## config.mk

```make
export PLATFORM = sky130hd
export DESIGN_NAME = mem_arb
export DESIGN_NICKNAME = d
export VERILOG_FILES = /design/src/rtl/mem_arb.sv
export SDC_FILE = /design/constraint.sdc
export NUM_CORES = 1
export LEC_CHECK = 0
export ABC_CLOCK_PERIOD_IN_PS = 4300
export BUFFER_PORTS_ARGS = -buffer_cell sky130_fd_sc_hd__buf_4
export CORE_AREA = 2 2 212 214
export CTS_BUF_LIST = sky130_fd_sc_hd__clkbuf_8
export DETAILED_ROUTE_END_ITERATION = 10
export DIE_AREA = 0 0 214 216
export PLACE_DENSITY = 0.44
export SLEW_MARGIN = 10
export SYNTH_ARGS = -nofsm -noshare
export SYNTH_HDL_FRONTEND = slang
export SYNTH_SLANG_ARGS = --single-unit
```

## constraint.sdc

```tcl
create_clock -name clk -period 4.3 [get_ports clk]
set_input_delay 0.86 -clock clk [delete_from_list [all_inputs] [get_ports clk]]
set_output_delay 0.86 -clock clk [all_outputs]
set_load 0.01 [all_outputs]
```

## src/rtl/mem_arb.sv

```systemverilog
// Two-requester arbiter (instruction fetch IM, data DM) onto one shared memory port.
// One transaction outstanding at a time; round-robin or DM-first fixed priority.
//
//   state | meaning
//   IDLE  | no transaction; grant one valid requester, ready given combinationally
//   ISSUE | latched request presented on the bus until bus_req_ready
//   WAIT  | request accepted; forward bus response to the owner, then back to IDLE
module mem_arb #(
   parameter bit RR_EN = 1'b1
) (
   input  logic        clk,
   input  logic        rst,
   input  logic [63:0] im_req_addr,
   input  logic        im_req_valid,
   output logic        im_req_ready,
   output logic [63:0] im_resp_rdata,
   output logic        im_resp_valid,
   input  logic [63:0] dm_req_addr,
   input  logic [63:0] dm_req_wdata,
   input  logic [7:0]  dm_req_wmask,
   input  logic        dm_req_wen,
   input  logic        dm_req_valid,
   output logic        dm_req_ready,
   output logic [63:0] dm_resp_rdata,
   output logic        dm_resp_valid,
   output logic [63:0] bus_req_addr,
   output logic [63:0] bus_req_wdata,
   output logic [7:0]  bus_req_wmask,
   output logic        bus_req_wen,
   output logic        bus_req_valid,
   input  logic        bus_req_ready,
   input  logic [63:0] bus_resp_rdata,
   input  logic        bus_resp_valid,
   output logic        err_spurious
);

   typedef enum logic [1:0] {
      IDLE  = 2'd0,
      ISSUE = 2'd1,
      WAIT  = 2'd2
   } state_t;

   state_t      state, state_nxt;
   logic [63:0] lat_addr;
   logic [63:0] lat_wdata;
   logic [7:0]  lat_wmask;
   logic        lat_wen;
   logic        owner_dm;
   logic        last_dm;
   logic        grant_im;
   logic        grant_dm;
   logic        spurious;

   // DM wins unless IM is also asking and, in round-robin mode, DM had the last grant.
   always_comb begin
      grant_dm = dm_req_valid && (!im_req_valid || !RR_EN || !last_dm);
      grant_im = im_req_valid && !grant_dm;
   end

   always_comb begin
      state_nxt     = state;
      im_req_ready  = 1'b0;
      dm_req_ready  = 1'b0;
      bus_req_valid = 1'b0;
      im_resp_valid = 1'b0;
      dm_resp_valid = 1'b0;
      im_resp_rdata = '0;
      dm_resp_rdata = '0;
      spurious      = 1'b0;
      case (state)
         IDLE: begin
            im_req_ready = grant_im;
            dm_req_ready = grant_dm;
            spurious     = bus_resp_valid;
            if (grant_im || grant_dm) state_nxt = ISSUE;
         end
         ISSUE: begin
            bus_req_valid = 1'b1;
            spurious      = bus_resp_valid;
            if (bus_req_ready) state_nxt = WAIT;
         end
         WAIT: begin
            if (bus_resp_valid) begin
               if (owner_dm) begin
                  dm_resp_valid = 1'b1;
                  dm_resp_rdata = bus_resp_rdata;
               end else begin
                  im_resp_valid = 1'b1;
                  im_resp_rdata = bus_resp_rdata;
               end
               state_nxt = IDLE;
            end
         end
         default: state_nxt = IDLE;
      endcase
      // Handshakes must stay quiet while reset is held, even though state is only cleared on the edge.
      if (rst) begin
         im_req_ready  = 1'b0;
         dm_req_ready  = 1'b0;
         bus_req_valid = 1'b0;
         im_resp_valid = 1'b0;
         dm_resp_valid = 1'b0;
         im_resp_rdata = '0;
         dm_resp_rdata = '0;
         spurious      = 1'b0;
      end
   end

   always_ff @(posedge clk) begin
      if (rst) begin
         state        <= IDLE;
         last_dm      <= 1'b0;
         owner_dm     <= 1'b0;
         lat_addr     <= '0;
         lat_wdata    <= '0;
         lat_wmask    <= '0;
         lat_wen      <= 1'b0;
         err_spurious <= 1'b0;
      end else begin
         state <= state_nxt;
         if (dm_req_ready) begin
            lat_addr  <= dm_req_addr;
            lat_wdata <= dm_req_wdata;
            lat_wmask <= dm_req_wmask;
            lat_wen   <= dm_req_wen;
            owner_dm  <= 1'b1;
            last_dm   <= 1'b1;
         end else if (im_req_ready) begin
            lat_addr  <= im_req_addr;
            lat_wdata <= '0;
            lat_wmask <= '0;
            lat_wen   <= 1'b0;
            owner_dm  <= 1'b0;
            last_dm   <= 1'b0;
         end
         if (spurious) err_spurious <= 1'b1;
      end
   end

   assign bus_req_addr  = lat_addr;
   assign bus_req_wdata = lat_wdata;
   assign bus_req_wmask = lat_wmask;
   assign bus_req_wen   = lat_wen;

endmodule

```

* Yosys cells after proc, flatten, opt, wreduce, memory -nomap -nowiden
Cells that the tools add are included.
** Storage, ports and cells
- Flip-flop bits (word level) :: 141
- Input bits :: 271
- Output and inout port bits :: 271
- Word-level logic and storage cells :: 60
** Cells by class
- Muxes and demuxes :: 37
- Eq/ne operators :: 5
- Reductions and logical operators :: 11
** Operators by type and width (number)
- 2-to-1 mux 64 bit :: 12
- 2-to-1 mux 1 bit :: 19
- 2-to-1 mux 8 bit :: 2
- 2-to-1 mux 2 bit :: 3
- inequality test 2 bit, second input constant :: 3
- one-hot mux 2 bit (3 select lines) :: 1
- zero test 1 bit :: 3
- AND reduction 3 bit :: 1
- equality test 2 x 1 -> 1 bit, second input constant :: 1
- equality test 2 bit, second input constant :: 1
- logical AND 1 bit :: 2
- zero test 2 bit :: 1
- logical OR 1 bit :: 2
- nonzero test 2 bit :: 1
- OR reduction 2 bit :: 1

* Longest topological paths before layout
Gate-level depths: netlist of run 1.
- Depth after elaboration :: 9
- Depth in mapped cells :: 6
- Mapped depth without buffers :: 3

* Least setup slack after synthesis of run 1
Ideal clock, no wire load.
- Path kind :: input -> output
- Start :: input rst
- End :: output im_resp_rdata[10]
- Buffers on the path :: 3
- Stages on the path :: 6
- Data required time :: 3.440 ns
- Data arrival time :: 2.000 ns
- Slack :: 1.440 ns
- Path through :: buf_2 > and4bb_2 > and2b_1 > clkbuf_2 > clkbuf_1 > and2_1
** On the way
- Longest elaborated chain between the ends :: 1
** RTL lines
- from (decl) :: RTL line 12 : input logic rst,
- 2-to-1 mux 64 bit :: RTL line 97 : if (rst) begin
- to (decl) :: RTL line 16 : output logic [63:0] im_resp_rdata,
No other way between the ends.

* Final worst setup path of run 1
- Start :: input rst
- End :: output dm_resp_rdata[7]
** On the way
- Longest elaborated chain between the ends :: 1
** RTL lines
- 2-to-1 mux 64 bit :: RTL line 97
- to (decl) :: RTL line 24 : output logic [63:0] dm_resp_rdata,
No other way between the ends.

==> results of run 1 <==
==> state kept, by name, summed over array words and instances, names as in the netlist <==
signal         flops
bus_req_wdata     64
err_spurious       1
bus_req_addr      64
last_dm            1
state              2
bus_req_wmask      8
bus_req_wen        1
==> worst max-delay path, delay by kind of cell <==
kind | cells | cell delay (ns)
buf+inv | 3 | 0.77
simple gates | 2 | 0.59
==> worst max-delay path by stage <==
| stage | from | to | slack [ns] | depth (start not counted) |
|---|---|---|---|---|
| finish | rst | dm_resp_rdata[7] | 1.17 | 5 |
| global route | rst | dm_resp_rdata[21] | 1.11 | 5 |
| CTS | rst | dm_resp_rdata[21] | 1.21 | 5 |
| detailed placement | rst | dm_resp_rdata[21] | 1.21 | 5 |
| global placement | rst | im_resp_rdata[60] | 1.23 | 6 |
| floorplan | rst | im_resp_rdata[10] | 1.44 | 6 |
==> routing by layer <==
layer / up-vias / routed length [um] / track usage, %
met1: 4265 / 16900 / 21.5
li1: 4195 / - / -
met3: 30 / 3540 / 6.29
met2: 413 / 17300 / 23.4
met4: 2 / 469 / 3.71
met5: - / 12 / 0
==> where the power goes <==
part           total (W)  switching [W]  internal, W  leakage (nW)
clock network    0.00121       0.000565     0.000648         0.222
logic           0.000917       0.000497     0.000420          4.03
registers        0.00147      0.0000573      0.00141          1.16
==> area by class of cell <==
cell class	count	share of cell area [%]
Sequential cell	141	23.7
Inverter	1	0.0315
Timing Repair Buffer	565	35.8
Antenna cell	1	0.0210
Tap cell	592	6.22
Multi-Input combinational cell	630	30.5
Clock inverter	10	1.15
Clock buffer	22	2.54
==> stage by stage <==
stage	area (um2)	setup slack (ns)	utilization [%]	cells	hold WS [ns]
3_3_place_gp	11500	1.23	26.2	1929	0.459
2_1_floorplan	6980	1.44	-	891	0.498
3_5_place_dp	11500	1.21	26.2	1929	0.467
4_1_cts	11900	1.21	27.2	1961	0.479
6_report	11900	1.17	27.2	1962	0.476
5_1_grt	11900	1.11	27.2	1961	0.497
==> logic make-up after synthesis <==
kind of cell	synth area share, %
compound gates	28.0
simple gates	23.6
flops	40.4
buf+inv	8.01
==> cell usage in the layout (no fill, tap or decap), types with 4 or more instances in the layout <==
cell type | netlist | layout
dfxtp_1 | 141 | 141
nand3_1 | 138 | 138
o21ai_0 | 88 | 88
o21ai_1 | 49 | 49
clkbuf_8 | 0 | 22
a311oi_1 | 64 | 64
a21oi_1 | 140 | 140
buf_4 | 7 | 563
nor2_1 | 6 | 4
and3_1 | 64 | 64
and2_1 | 66 | 65
==> metrics, run 1 <==
synth unique cells 30; Worst setup EP type output pin; Starting Density 15.9%; Hold Startpoint bus_req_wdata[30]; CTS sink cnt approximately 140; most area-hungry cell type in the Yosys netlist dfxtp_1; remaining antenna violation count after routing 0; Synth area leaders dfxtp_1 (40%), a21oi_1 (10%), nand3_1 (9.9%); GRT overflow 0; Primary FF master, synth dfxtp_1; cells on worst reg2reg path 5; final wirelength 38300 um; layout cell share with drive strength beyond 1 44.3%; Setup TNS 0 ns; vias 8905; first-pass GRT wire length roughly 56000 um; Post-Syn Area 6980 um2; Synthesized Nets 1162; # IOs approximately 540; Min-Delay Path Depth 2; register bit total from synthesis 141; Initial DRC Count 652; Via density 4.54; initial antenna violation count 4; required time of the critical path 3.44 ns; cell mode on critical path buf_4; Ys Warns 0; root buf cell clkbuf_8; Setup CP Type in -> out; post-DP HPWL 27200 um; Min-Delay Path Class reg -> reg; Clock Latency Late Sink 0.50 ns; area growth from synthesis to layout 70.5%; final net count about 1600; count leader, synth dfxtp_1; minimum clock period roughly 3.1 ns; outcome completed; Yosys top cell area share 40.4%; vias in the first global route roughly 8500; row count 77; max_cap viols 0; DRC 0; overall power between 0.003 and 0.004 W; clock slew at reported path FFs approximately 0.08 ns; Arr. time, crit path 2.27 ns; Die W ~210 um; Hold Path End bus_req_wdata[30]; Reg2Reg Launch Point last_dm; clock tree buffer depth 2; Final Max Slew Viols 0; CP cell instances buf_4 -> and4bb_2 -> buf_4 -> and3_1 -> buf_4; core region area 43800 um2; Worst IR Drop VDD between 150 and 200 uV; Crit-path slowest cell buf_4; die area 46200 um2; filler cell count about 4900; Cell Pwr Density 302 nW/um2; Post-synth EDFFs 0; Highest Clock Rate 319 MHz; asr flop ratio synth 0%; synthesized area per cell roughly 7.8 um2; CTS resizes 0; Worst Tran Pin Value 0.928 ns; # hold bufs at CTS 0; H-tree levels 4; register area share after synthesis 40.4%; final count of hold timing violations 0; Worst path max stage delay 0.44 ns; Critical Path Fanout Max between 60 and 70; R2R Setup Slk 1.96 ns; clock tree from TritonCTS built; cell count after synthesis 891; Reg2Reg Capture Point bus_req_addr[27]; unrepaired setup endpoints after global routing false; startpoint types primary input; final worst-path cycle share just over 70%; Layout Skew 0.00953 ns; number of detailed-route iterations in the first pass 5; GRT Util Overall between 10% and 20%; Port Buffers 541; register area 2820 um2; GPL Wtd Cong ~0.96; commonest cells in the netlist dfxtp_1 (141), a21oi_1 (140), nand3_1 (138); post-CTS setup buffers 0; static leakage between 5 and 6 nW; final setup vio count 0; CTS Buf Count 17; Die Y around 220 um; largest net degree at the start of global routing between 70 and 80; multi-input logic area about 3600 um2; DR WL/cell 19.5 um; Worst slew margin 38.1%
No activity file was read; power rests on OpenSTA's default activity.
==> run 2: changes to the inputs <==
ABC_AREA = 1   (was default)
ABC_CLOCK_PERIOD_IN_PS = 3200   (was 4300)
clock period = 3.2 ns   (was 4.3 ns; I/O delays follow)
==> run 2 against run 1 <==
Effect of this change:
- routed wire length decreased by 12%
- critical endpoint is now dm_resp_rdata[41]
- non-clock buffer count decreased by 10
- cell count increased by 9.2%
- clock skew increased by 0.0076 ns
- critical path depth up 2
- first-iteration DRC count is 21% lower
- largest power group unchanged
==> metrics, run 2 <==
Via density 3.97 (-13%); Worst Tran Pin Value 0.802 ns (-0.126 ns); Final Non-Filler Cells 2143 (+9.2%); xor/xnor share of the synthesized area 0% (unchanged); unrepaired setup endpoints after global routing false; placed cell count 2112 (+9.5%); Highest Clock Rate 378 MHz; clock slew at reported path FFs 0.09 ns (about the same); Min-Delay Path Class in -> reg; final worst-path cycle share 82.7%; Buffers & Inverters on Critical Path 4 (+1); Clock Latency Late Sink 0.49 ns (about the same); asr flop ratio synth 0% (unchanged); required time of the critical path 2.56 ns (-0.88 ns); Initial DRC Count 512 (-21%); final setup vio count 0 (unchanged); cell count after synthesis 1051 (+18%); max_cap viols 0 (unchanged); row count 77 (unchanged); core region area 43800 um2 (unchanged); Worst IR Drop VDD 282 uV (+54%); Hold Path End bus_req_wdata[59]; Reg2Reg Capture Point bus_req_wdata[6]; # hold bufs at CTS 0 (unchanged); post-synthesis adder-cell area fraction 0% (unchanged); final net count 1810 (+11%); diodes inserted 0 (-1); outcome completed; area growth from synthesis to layout 70.7%; layout cell share with drive strength beyond 1 38.4% (-6.0 points); H-tree levels 4 (unchanged); Setup TNS 0 ns (unchanged); overall power 0.00472 W (+31%); Synthesized Nets 1322 (+14%); Post-Syn Area 6920 um2 (-0.97%); Reg2Reg Launch Point state[1]; Crit-path slowest cell buf_4; Worst path max stage delay 0.50 ns (+0.06 ns); Yosys top cell area share 40.8% (+0.39 points); Synth area leaders dfxtp_1 (41%), nor2_1 (11%), nand2_1 (11%); cells on worst reg2reg path 7 (+2); most frequent cells in the layout buf_4 (550), nor2_1 (206), nand2_1 (197), dfxtp_1 (141), inv_1 (138); count leader, synth nor2_1; Die Y 216 um (unchanged); final wirelength 33600 um (-12%); Worst setup EP type output pin; post-CTS setup buffers 0 (unchanged); GPL Wtd Cong 0.942 (-1.6%); minimum clock period 2.65 ns; clock tree buffer depth 2 (unchanged); initial antenna violation count 2 (-2); vias 8497 (-4.6%); commonest cells in the netlist nor2_1 (206), nand2_1 (198), dfxtp_1 (141); GRT Util Overall 14.1% (-1.8 points); Final Max Slew Viols 0 (unchanged); remaining antenna violation count after routing 0 (unchanged); clock tree from TritonCTS built; GRT overflow 0 (unchanged); Layout Skew 0.0172 ns (+0.00764 ns); register area share after synthesis 40.8% (+0.39 points); number of detailed-route iterations in the first pass 5 (unchanged); root buf cell clkbuf_8; hold slack 0.373 ns (-0.103 ns); mux share of post-synthesis cell area 0% (unchanged); largest net degree at the start of global routing 75 (+1.4%); Primary FF master, synth dfxtp_1; CTS Buf Count 17 (unchanged); R2R Setup Slk 1.37 ns (-0.59 ns); Arr. time, crit path 2.01 ns (-0.26 ns); Top delay family on crit path buffers and inverters; Setup CP Type reg -> out; complex-gate fraction of the synthesized area 12.9% (-15 points); most common cell after layout, fill and taps aside buf_4; first-pass GRT wire length 50400 um (-11%); CP cell instances inv_1 -> nand2_1 -> inv_1 -> nand4_1 -> buf_4 -> nor2_1 -> buf_4; Hold Startpoint dm_req_wdata[59]; Starting Density 15.8% (-0.15 points); vias in the first global route 8435 (-1.1%); static leakage 6.39 nW (+18%); Worst slew margin 46.6% (+8.4 points); CTS resizes 0 (unchanged); DRC 0 (unchanged); post-DP HPWL 25100 um (-7.8%); Die W 214 um (unchanged); Synth Area in Simple Gates 32.3% (+8.7 points); die area 46200 um2 (unchanged); startpoint types register; DR WL/cell 15.7 um (-20%); synthesized area per cell 6.58 um2 (-16%); Critical Path Fanout Max 65 (unchanged); Post-synth EDFFs 0 (unchanged); # IOs 542 (unchanged); Ys Warns 0 (unchanged); register bit total from synthesis 141 (unchanged); most area-hungry cell type in the Yosys netlist dfxtp_1; Min-Delay Path Depth 3 (+1); final count of hold timing violations 0 (unchanged); CTS sink cnt 141 (unchanged); Port Buffers 541 (unchanged); largest family of logic cells by synthesized area simple AND/OR/NAND/NOR gates; synth unique cells 21 (-30%); Cell Pwr Density 399 nW/um2 (+32%)
[run 2: cell count changes in the layout (fill, tap and decap cells not counted), sizes merged, moves of 10 or more]
cell / delta
nor2: +202
nand2: +199
inv: +144
a21oi: -137
o21ai: -73
a22oi: +72
and2: -66
a311oi: -64
and3: -64
buf: -10
[run 2: cell families after synthesis]
group / count (synthesis)
buffers and inverters: 226
DFF: 141
AOI/OAI and AO/OA: 141
and+or+nand+nor: 543
[run 2: cell type report]
class | instances | area [um2]
clock buffers | 17 | 234
clock inverters | 14 | 120
fillers | 4909 | 32000
inverters | 140 | 526
multi-input cells | 684 | 3130
flip-flops and latches | 141 | 2820
well taps | 592 | 741
repair buffers | 555 | 4230
[run 2: routing by layer]
metal  vias up  part of all wire, %  track usage [%]
met5         -                0.086                0
met2       339                   47             22.8
met4         4                  1.7             4.41
met3        38                  9.3             5.76
met1      3842                   42             16.9
li1       4274                    -                -
[run 2: worst max path at each step]
stage                     startpoint                end  slack [ns]  cells past startpoint
after CTS                   state[0]  dm_resp_rdata[41]        0.51                      7
after floorplan                  rst  dm_resp_rdata[54]        1.08                      6
after global routing        state[0]  dm_resp_rdata[63]        0.34                      7
after global placement           rst  dm_resp_rdata[41]        0.84                      6
final                       state[0]  dm_resp_rdata[41]        0.55                      7
after detailed placement         rst  dm_resp_rdata[41]        0.78                      6
[run 2: report_power, final]
| group | switching (W) | internal, W | total [W] | leakage [nW] |
|---|---|---|---|---|
| sequential | 0.0000939 | 0.00193 | 0.00202 | 1.16 |
| combinational | 0.000699 | 0.000615 | 0.00131 | 5.05 |
| clock | 0.000773 | 0.000609 | 0.00138 | 0.185 |
| total | 0.00157 | 0.00315 | 0.00472 | 6.39 |
[run 2: per-stage QoR]
step	utilization (%)	setup slack (ns)	instance area (um2)
4_1_cts	26.9	0.510	11800
2_1_floorplan	-	1.08	6920
3_5_place_dp	26.1	0.777	11500
5_1_grt	26.9	0.337	11800
3_3_place_gp	26.1	0.845	11500
6_report	26.9	0.555	11800
[run 2: worst register-to-register path, cell delays in order, from the launching register on]
cell and delay, ns:
dfxtp_1 0.37, nor2_4 0.19, nand2_2 0.08, buf_4 0.26, nor2_4 0.23, buf_12 0.33
a22oi_1 0.20, nor2_1 0.10
==> run 3: changes to the inputs <==
ABC_CLOCK_PERIOD_IN_PS = 2800   (was 3200)
clock period = 2.8 ns   (was 3.2 ns; I/O delays follow)
==> run 3 against run 2 <==
Effect of this change:
- cell count increased by 0.37%
- die area did not move
- critical path type unchanged
- routed wire length rose by 0.55%
- register-to-register slack lost 0.57 ns
- critical path depth stayed put
- via count rose by 1.3%
- design area up 0.81%
- largest cell class unchanged
==> metrics, run 3 (synthesis results as in run 2) <==
Initial DRC Count 529 (+3.3%); CTS Buf Count 17 (unchanged); Arr. time, crit path 2.00 ns (about the same); placed instance area 11500 um2 (+0.28%); Port Buffers 541 (unchanged); GPL Wtd Cong 0.923 (-2.0%); core region area 43800 um2 (unchanged); final worst-path cycle share approximately nine tenths; CP cell instances inv_1 -> nand2_1 -> inv_1 -> nand4_1 -> buf_4 -> nor2_1 -> buf_4; Layout Skew 0.0133 ns (-0.00382 ns); final count of hold timing violations 0 (unchanged); final wirelength 33700 um (+0.55%); Critical Path Fanout Max 65 (unchanged); Cell Pwr Density 469 nW/um2 (+18%); largest net degree at the start of global routing 75 (unchanged); Final Instance Area 11900 um2 (+0.81%); area growth from synthesis to layout 72.1%; Highest Clock Rate 390 MHz; Crit-path slowest cell buf_4; final net count 1816 (+0.33%); DR WL/cell 15.7 um (+0.18%); DRC 0 (unchanged); vias 8607 (+1.3%); CTS resizes 0 (unchanged); final setup margin 0.237 ns (-0.317 ns); most frequent cells in the layout buf_4 (557), nor2_1 (206), nand2_1 (197), dfxtp_1 (141), inv_1 (137); vias in the first global route 8524 (+1.1%); # hold bufs at CTS 0 (unchanged); Worst slew margin 46.5% (-0.074 points); overall power 0.00559 W (+18%); startpoint types register; R2R Setup Slk 0.80 ns (-0.57 ns); CTS sink cnt 141 (unchanged); minimum clock period about 2.6 ns; die area 46200 um2 (unchanged); post-CTS setup buffers 0 (unchanged); clock slew at reported path FFs 0.09 ns (about the same); Final Max Slew Viols 0 (unchanged); unrepaired setup endpoints after global routing false; H-tree levels 4 (unchanged); outcome completed; Util after Layout 27.1% (+0.22 points); Worst setup EP type output pin; remaining antenna violation count after routing 0 (unchanged); first-pass GRT wire length 50700 um (+0.60%); Worst path max stage delay 0.50 ns (about the same); Worst IR Drop VDD 371 uV (+32%); Die W 214 um (unchanged); # IOs 542 (unchanged); required time of the critical path 2.24 ns (-0.32 ns); GRT overflow 0 (unchanged); Starting Density 15.8% (unchanged); clock tree from TritonCTS built; clock tree buffer depth 2 (unchanged); max_cap viols 0 (unchanged); number of detailed-route iterations in the first pass 5 (unchanged); final setup vio count 0 (unchanged); Via density 4.00 (+0.92%); post-DP HPWL 25700 um (+2.5%); layout cell share with drive strength beyond 1 38.7% (+0.34 points); Setup CP Type reg -> out; Min-Delay Path Class in -> reg; Setup TNS 0 ns (unchanged); root buf cell clkbuf_8; initial antenna violation count 1 (-1); Clock Latency Late Sink 0.48 ns (about the same); Die Y 216 um (unchanged); pre-CTS setup slack 0.529 ns (-0.247 ns); row count 77 (unchanged); static leakage 6.45 nW (+0.82%); most common cell after layout, fill and taps aside buf_4; GRT Util Overall 14.1% (+0.029 points); Worst Tran Pin Value 0.803 ns (+0.00111 ns)
[run 3: critical path, delay by kind of cell, from the launching register on]
kind,cells,cell delay (ns)
simple gates,3,0.27
flops,1,0.38
buf+inv,4,0.83
[run 3: report_power, final]
group	internal [W]	total, W	leakage, nW	switching, W
clock network	0.000862	0.00176	0.212	0.000899
logic	0.000710	0.00151	5.07	0.000801
registers	0.00220	0.00231	1.16	0.000115
total	0.00377	0.00559	6.45	0.00181
[run 3: worst paths after layout]
check	startpoint	endpoint	depth (start not counted)
worst max-delay path	state[0]	dm_resp_rdata[22]	7
worst min-delay path	dm_req_wdata[49]	bus_req_wdata[49]	3
worst max register to register	last_dm	bus_req_addr[25]	8
worst min register to register	err_spurious	err_spurious	2
[run 3: layout make-up]
cell class | instances | area [um2]
repair buffers | 561 | 4260
fillers | 4929 | 31900
flip-flops and latches | 141 | 2820
well taps | 592 | 741
diodes | 1 | 2.50
inverters | 140 | 526
multi-input cells | 684 | 3130
clock inverters | 13 | 153
clock buffers | 19 | 262
[run 3: through the flow]
stage	cells	hold WS, ns
2_1_floorplan	1051	0.502
3_3_place_gp	2118	0.476
3_5_place_dp	2118	0.480
4_1_cts	2150	0.234
5_1_grt	2150	0.269
6_report	2151	0.299
[run 3: metal layers]
metal  share of wire, %  global-route usage (%)  wire length, um
met3                8.2                    4.62             2760
met5              0.047                       0               16
met1                 44                    17.9            14800
met4                1.5                    4.24              514
met2                 46                    22.7            15600
